## config.mk

```make
export PLATFORM = sky130hd
export DESIGN_NAME = spart_bus_ctrl_flat
export DESIGN_NICKNAME = d
export VERILOG_FILES = /design/src/rtl/spart_bus_if.sv /design/src/rtl/spart_bus_ctrl.sv /design/src/flat_wrapper.sv
export SDC_FILE = /design/constraint.sdc
export NUM_CORES = 1
export LEC_CHECK = 0
export ABC_CLOCK_PERIOD_IN_PS = 2300
export BUFFER_PORTS_ARGS = -buffer_cell sky130_fd_sc_hd__clkbuf_2
export CAP_MARGIN = 20
export CORE_MARGIN = 10
export CORE_UTILIZATION = 45
export CTS_CLUSTER_DIAMETER = 50
export DETAILED_ROUTE_END_ITERATION = 16
export GPL_TIMING_DRIVEN = 1
export PLACE_DENSITY = 0.77
export SLEW_MARGIN = 20
export SYNTH_ARGS = -nofsm -noshare
export SYNTH_HDL_FRONTEND = slang
export SYNTH_SLANG_ARGS = --single-unit
```

## constraint.sdc

```tcl
create_clock -name clk -period 2.3 [get_ports clk]
set_input_delay 0.345 -clock clk [delete_from_list [all_inputs] [get_ports clk]]
set_output_delay 0.345 -clock clk [all_outputs]
set_load 0.01 [all_outputs]
```

## src/rtl/spart_bus_if.sv

```systemverilog
// Processor-side I/O bus of the SPART: chip select, direction, address and
// the split data bus with its drive enable.
interface spart_bus_if;
    logic       iocs;
    logic       iorw;
    logic [1:0] ioaddr;
    logic [7:0] db_in;
    logic [7:0] db_out;
    logic       db_oe;

    modport master (output iocs, iorw, ioaddr, db_in, input db_out, db_oe);
    modport slave  (input iocs, iorw, ioaddr, db_in, output db_out, db_oe);
endinterface

```

## src/rtl/spart_bus_ctrl.sv

```systemverilog
// SPART bus controller: I/O decode, programmable baud divisor, tx baud ticks
// and start-bit aligned rx baud ticks for one 10-bit frame at a time.
module spart_bus_ctrl #(
    parameter logic [15:0] DIV_RESET = 16'd434,
    parameter int          RX_BITS   = 10
) (
    input  logic        clk,
    input  logic        rst_n,
    spart_bus_if.slave  bus,
    input  logic        rxd,
    input  logic        rda,
    input  logic [7:0]  rx_data,
    input  logic        tbr,
    output logic        receive_read_en,
    output logic        receive_baud,
    output logic        tx_write_en,
    output logic [7:0]  tx_data,
    output logic        transmit_baud
);

    typedef enum logic {RX_IDLE, RX_FRAME} rx_state_t;

    localparam logic [15:0] DIV_RESET_EFF = (DIV_RESET < 16'd2) ? 16'd2 : DIV_RESET;
    localparam logic [3:0]  LAST_BIT      = 4'(RX_BITS - 1);

    logic        rd_access, wr_access, div_wr;
    logic [15:0] div, div_next, eff_div, eff_div_next;
    logic        tx_ovf;
    logic [15:0] tx_cnt;
    logic        rxd_meta, rxd_sync;
    rx_state_t   rx_state, rx_state_next;
    logic [15:0] rx_cnt, rx_cnt_next;
    logic [3:0]  bit_cnt, bit_cnt_next;

    assign rd_access = bus.iocs & bus.iorw;
    assign wr_access = bus.iocs & ~bus.iorw;
    assign div_wr    = wr_access & bus.ioaddr[1];

    always_comb begin
        bus.db_oe  = rd_access;
        bus.db_out = 8'h00;
        if (rd_access) begin
            case (bus.ioaddr)
                2'b00:   bus.db_out = rx_data;
                2'b01:   bus.db_out = {5'b0, tx_ovf, rda, tbr};
                2'b10:   bus.db_out = div[7:0];
                default: bus.db_out = div[15:8];
            endcase
        end
    end

    // Counters reload from the divisor being written so the new rate takes
    // effect on the very next cycle.
    always_comb begin
        div_next = div;
        if (wr_access && bus.ioaddr == 2'b10) div_next[7:0]  = bus.db_in;
        if (wr_access && bus.ioaddr == 2'b11) div_next[15:8] = bus.db_in;
    end

    assign eff_div      = (div < 16'd2) ? 16'd2 : div;
    assign eff_div_next = (div_next < 16'd2) ? 16'd2 : div_next;

    always_ff @(posedge clk or negedge rst_n) begin
        if (!rst_n) begin
            div             <= DIV_RESET;
            tx_ovf          <= 1'b0;
            receive_read_en <= 1'b0;
            tx_write_en     <= 1'b0;
            tx_data         <= 8'h00;
        end else begin
            div             <= div_next;
            receive_read_en <= rd_access && bus.ioaddr == 2'b00 && rda;
            tx_write_en     <= wr_access && bus.ioaddr == 2'b00 && tbr;
            if (wr_access && bus.ioaddr == 2'b00 && tbr) tx_data <= bus.db_in;
            // A dropped write in the same cycle as a status read keeps the flag set.
            if (wr_access && bus.ioaddr == 2'b00 && !tbr) tx_ovf <= 1'b1;
            else if (rd_access && bus.ioaddr == 2'b01)    tx_ovf <= 1'b0;
        end
    end

    always_ff @(posedge clk or negedge rst_n) begin
        if (!rst_n)               tx_cnt <= DIV_RESET_EFF;
        else if (div_wr)          tx_cnt <= eff_div_next;
        else if (tx_write_en)     tx_cnt <= eff_div;
        else if (tx_cnt <= 16'd1) tx_cnt <= eff_div;
        else                      tx_cnt <= tx_cnt - 16'd1;
    end

    assign transmit_baud = (tx_cnt == 16'd1);

    always_ff @(posedge clk or negedge rst_n) begin
        if (!rst_n) begin
            rxd_meta <= 1'b1;
            rxd_sync <= 1'b1;
        end else begin
            rxd_meta <= rxd;
            rxd_sync <= rxd_meta;
        end
    end

    always_ff @(posedge clk or negedge rst_n) begin
        if (!rst_n) begin
            rx_state <= RX_IDLE;
            rx_cnt   <= DIV_RESET_EFF;
            bit_cnt  <= 4'd0;
        end else begin
            rx_state <= rx_state_next;
            rx_cnt   <= rx_cnt_next;
            bit_cnt  <= bit_cnt_next;
        end
    end

    // Half-period preload puts the first tick in the middle of the start bit.
    always_comb begin
        rx_state_next = rx_state;
        rx_cnt_next   = rx_cnt;
        bit_cnt_next  = bit_cnt;
        receive_baud  = 1'b0;
        case (rx_state)
            RX_IDLE: begin
                if (!rxd_sync) begin
                    rx_state_next = RX_FRAME;
                    rx_cnt_next   = {1'b0, eff_div[15:1]};
                    bit_cnt_next  = 4'd0;
                end
            end
            RX_FRAME: begin
                if (rx_cnt <= 16'd1) begin
                    receive_baud = 1'b1;
                    rx_cnt_next  = eff_div;
                    bit_cnt_next = bit_cnt + 4'd1;
                    if (bit_cnt == LAST_BIT) rx_state_next = RX_IDLE;
                end else begin
                    rx_cnt_next = rx_cnt - 16'd1;
                end
            end
            default: rx_state_next = RX_IDLE;
        endcase
        if (div_wr) begin
            rx_state_next = RX_IDLE;
            rx_cnt_next   = eff_div_next;
            bit_cnt_next  = 4'd0;
        end
    end

endmodule

```

## src/flat_wrapper.sv

```systemverilog
// flat-port wrapper written by rule: the top's interface ports become plain ports
module spart_bus_ctrl_flat 
#(
    parameter logic [15:0] DIV_RESET = 16'd434,
    parameter int          RX_BITS   = 10
)
  (clk, rst_n, rxd, rda, rx_data, tbr, receive_read_en, receive_baud, tx_write_en, tx_data, transmit_baud, bus_iocs, bus_iorw, bus_ioaddr, bus_db_in, bus_db_out, bus_db_oe);
  spart_bus_if bus_i ();
  input  logic clk;
  input  logic rst_n;
  input  logic rxd;
  input  logic rda;
  input  logic [7:0] rx_data;
  input  logic tbr;
  output logic receive_read_en;
  output logic receive_baud;
  output logic tx_write_en;
  output logic [7:0] tx_data;
  output logic transmit_baud;
  input wire logic [$bits(bus_i.iocs)-1:0] bus_iocs;
  input wire logic [$bits(bus_i.iorw)-1:0] bus_iorw;
  input wire logic [$bits(bus_i.ioaddr)-1:0] bus_ioaddr;
  input wire logic [$bits(bus_i.db_in)-1:0] bus_db_in;
  output wire logic [$bits(bus_i.db_out)-1:0] bus_db_out;
  output wire logic [$bits(bus_i.db_oe)-1:0] bus_db_oe;
  assign bus_i.iocs = bus_iocs;
  assign bus_i.iorw = bus_iorw;
  assign bus_i.ioaddr = bus_ioaddr;
  assign bus_i.db_in = bus_db_in;
  assign bus_db_out = bus_i.db_out;
  assign bus_db_oe = bus_i.db_oe;
  spart_bus_ctrl #(.DIV_RESET(DIV_RESET), .RX_BITS(RX_BITS)) u_core (.clk(clk), .rst_n(rst_n), .bus(bus_i), .rxd(rxd), .rda(rda), .rx_data(rx_data), .tbr(tbr), .receive_read_en(receive_read_en), .receive_baud(receive_baud), .tx_write_en(tx_write_en), .tx_data(tx_data), .transmit_baud(transmit_baud));
endmodule
```

==> impl_metrics.ini <==
[global_routing]
grt_antenna_before_repair = 0
wire_length_of_the_first_global_routing_pass_um = 19700
grt_pass1_vias = 3831
groute.usage.overall = 0.186
largest_net_degree_at_the_start_of_global_routing = 30
globalRoute.totalOverflow = 0

[run]
maxCapViolCount = 0

[floorplan]
core_region_area_mm2 = 0.00881
dieArea_mm2 = 0.0133
start_util = 0.465
horizontal_die_dimension_um = 115
floorplan.die.height_um = 115
top_level_ports = 46
core.rowCount = 34

[routing]
initialDrtViolationCount = 335
drt_pass1_iterations = 5
avgViaCountPerCell = 6.25
dr_total_vias = 3816
postRouteAntennaNets = 0
routed_wire_length_per_instance_um = 20.1
route.detailed.drc = 0
routed_wl_um = 12300

[clock_tree]
numCtsBuffers = 9
clk_latency_ns = 0.35
cts_tree = yes
ctsLongestPathBuffers = 2
htree_levels = 3
clock_tree.root_cell = sky130_fd_sc_hd__clkbuf_8
cts_num_sinks = 66
cts.clk_slew.worst_paths_ns = 0.08

[timing]
worst_pin_slew_ns = 0.733
min_period_over_period = 1.03
peak_clock_frequency_supported_by_timing_ghz = 0.423
worst_max_slew_margin_expressed_relative_to_the_limit = 0.512
setup_violations = 2
hold_violations = 0
maxSlewViolCount = 0
rsz0062_at_grt = true
smallest_setup_slack_after_layout_ns = -0.0651
finalClockSkew_ns = 0.0111
final_period_minus_worst_setup_slack_ns = 2.37

[yosys]
ys_seq_elements = 66
synth_edf_count = 0
sequential_cell_area_fraction_in_the_yosys_report = 0.408
mappedNetlistNets = 448
netlist_instances = 417
post_synth_instance_area_mm2 = 0.00410
synth.lib_cells_used.distinct = 61
synth-async-reset-ratio = 1.00
syn_avg_cell_area_um2 = 9.83
ys_dominant_reg_cell = sky130_fd_sc_hd__dfrtp_1
ys.warnings.count = 0

[finish]
insertedDiodeCount = 0
most-common-layout-cells = sky130_fd_sc_hd__dfrtp_1, sky130_fd_sc_hd__buf_4, sky130_fd_sc_hd__clkbuf_2
final_common_cell = sky130_fd_sc_hd__dfrtp_1
flow.area_growth_from_synthesis_pct = 23.7
drive_above_1_share = 0.378
number_of_nets_in_the_layout = 529
final_cell_area_mm2 = 0.00507

[power]
p_per_area_mw_per_mm2 = 931
power_mw = 4.72
peak_supply_drop_uv = 474
p_leak_nw = 2.26

[setup_path]
critical-path-max-stage-delay_ns = 0.55
critPathCaptureType = primary output
path_cells = or3_4 -> or4_4 -> nor4b_2 -> buf_2
crit_path_max_fanout = 5
worst_r2r_path_depth = 6
cp_data_required_time_ns = 1.96
cp_slowest_cell = sky130_fd_sc_hd__or4_4
worstSetupStartpointType = register
worst-setup-path-type = register to primary output
worst_ep_arrival_time_ns = 2.02

[outcome]
run_status = finished with violations
violations = setup timing

[place]
place_worst_setup_slack_ns = -0.0964
globalplace.congestion = 0.947
hpwlAfterDp_um = 9100
postPlaceCellArea_mm2 = 0.00465
port_buffer_count = 45

[min_path]
hold_depth = 1
timing.hold.worst.class = input pin to register
-- sequential cells by signal, summed over array words and instances (netlist names) --
name / cells
u_core.bit_cnt: 4
u_core.div: 16
u_core.receive_read_en: 1
u_core.rx_cnt: 16
u_core.rx_state: 1
u_core.rxd_meta: 1
u_core.rxd_sync: 1
u_core.tx_cnt: 16
u_core.tx_data: 8
u_core.tx_ovf: 1
u_core.tx_write_en: 1
-- stage by stage --
stage          cells   util  hold WS (ns)  TNS, ns
6_report         611  0.576        0.0710  -0.0831
5_1_grt          611  0.576        0.0616   -0.353
4_1_cts          601  0.557        0.0688   -0.579
3_5_place_dp     583  0.528         0.349   -0.749
3_3_place_gp     583  0.528         0.346   -0.212
2_1_floorplan    417      -        0.0494        0
-- cells in the mapped netlist (13+ instances only) --
| cell | count | area share |
|---|---|---|
| sky130_fd_sc_hd__clkbuf_1 | 20 | 0.018 |
| sky130_fd_sc_hd__dfrtp_1 | 49 | 0.30 |
| sky130_fd_sc_hd__nor3_1 | 13 | 0.016 |
| sky130_fd_sc_hd__nor2_1 | 29 | 0.027 |
| sky130_fd_sc_hd__dfstp_2 | 17 | 0.11 |
| sky130_fd_sc_hd__mux2_2 | 34 | 0.093 |
| sky130_fd_sc_hd__inv_1 | 15 | 0.014 |
| sky130_fd_sc_hd__nand2_1 | 37 | 0.034 |
| sky130_fd_sc_hd__xnor2_1 | 16 | 0.034 |
| sky130_fd_sc_hd__mux2i_1 | 18 | 0.044 |
| sky130_fd_sc_hd__o21ai_0 | 23 | 0.028 |
-- per-layer routing --
layer,vias up,part of all wire,GRT usage
met4,0,0.051,0.117
met3,49,0.078,0.0439
met2,192,0.47,0.294
met5,-,0,0
li1,1709,-,-
met1,1866,0.40,0.225
-- where the power goes --
group / internal [mW] / leakage (nW) / switching, mW
Clock: 0.496 / 0.0873 / 0.471
Sequential: 1.58 / 0.782 / 0.435
Combinational: 0.912 / 1.39 / 0.830
Total: 2.98 / 2.26 / 1.74
-- cells by family (layout without fill, tap and decap cells) --
kind of cell	count (synthesis)	after routing	synth area share
simple gates	136	136	0.171
compound gates	93	93	0.160
flops	66	66	0.408
fa+ha+maj	6	6	0.0183
buf+inv	38	124	0.0394
mux	55	55	0.154
xor+xnor	23	23	0.0492
-- critical path: cells and delay by family (launching register included) --
family	cells	cell delay (ns)
buffers and inverters	1	0.17
flip-flops	1	0.38
AND/OR/NAND/NOR	3	1.14
-- final cells by class --
| type | instances | area (um^2) |
|---|---|---|
| clock inverters | 7 | 70.1 |
| multi-input cells | 313 | 2390 |
| clock buffers | 9 | 124 |
| fillers | 720 | 3740 |
| inverters | 15 | 58.8 |
| flip-flops and latches | 66 | 1670 |
| well taps | 108 | 135 |
| repair buffers | 93 | 619 |
-- path summary, 6_finish.rpt --
kind                                     endpoint             start  slack [ns]
worst max register to register   u_core.tx_cnt[0]  u_core.tx_cnt[9]       -0.02
worst max-delay path                transmit_baud  u_core.tx_cnt[9]       -0.07
max in group asynchronous        u_core.tx_cnt[5]             rst_n        1.09
worst min register to register    u_core.rxd_sync   u_core.rxd_meta        0.36
worst min-delay path              u_core.rxd_meta               rxd        0.07
min in group asynchronous       u_core.rx_cnt[15]             rst_n        0.51
-- repair_timing --
| item | in CTS | in global routing |
|---|---|---|
| hold endpoints to repair | 11 | 0 |
| pin swaps | 2 | 7 |
| gates cloned | 0 | 0 |
| resized for setup | 12 | 24 |
| hold buffers | 1 | 0 |
| setup endpoints to repair | 16 | 18 |
| buffers inserted | 1 | 10 |
Power figures use the tool's default switching activity.
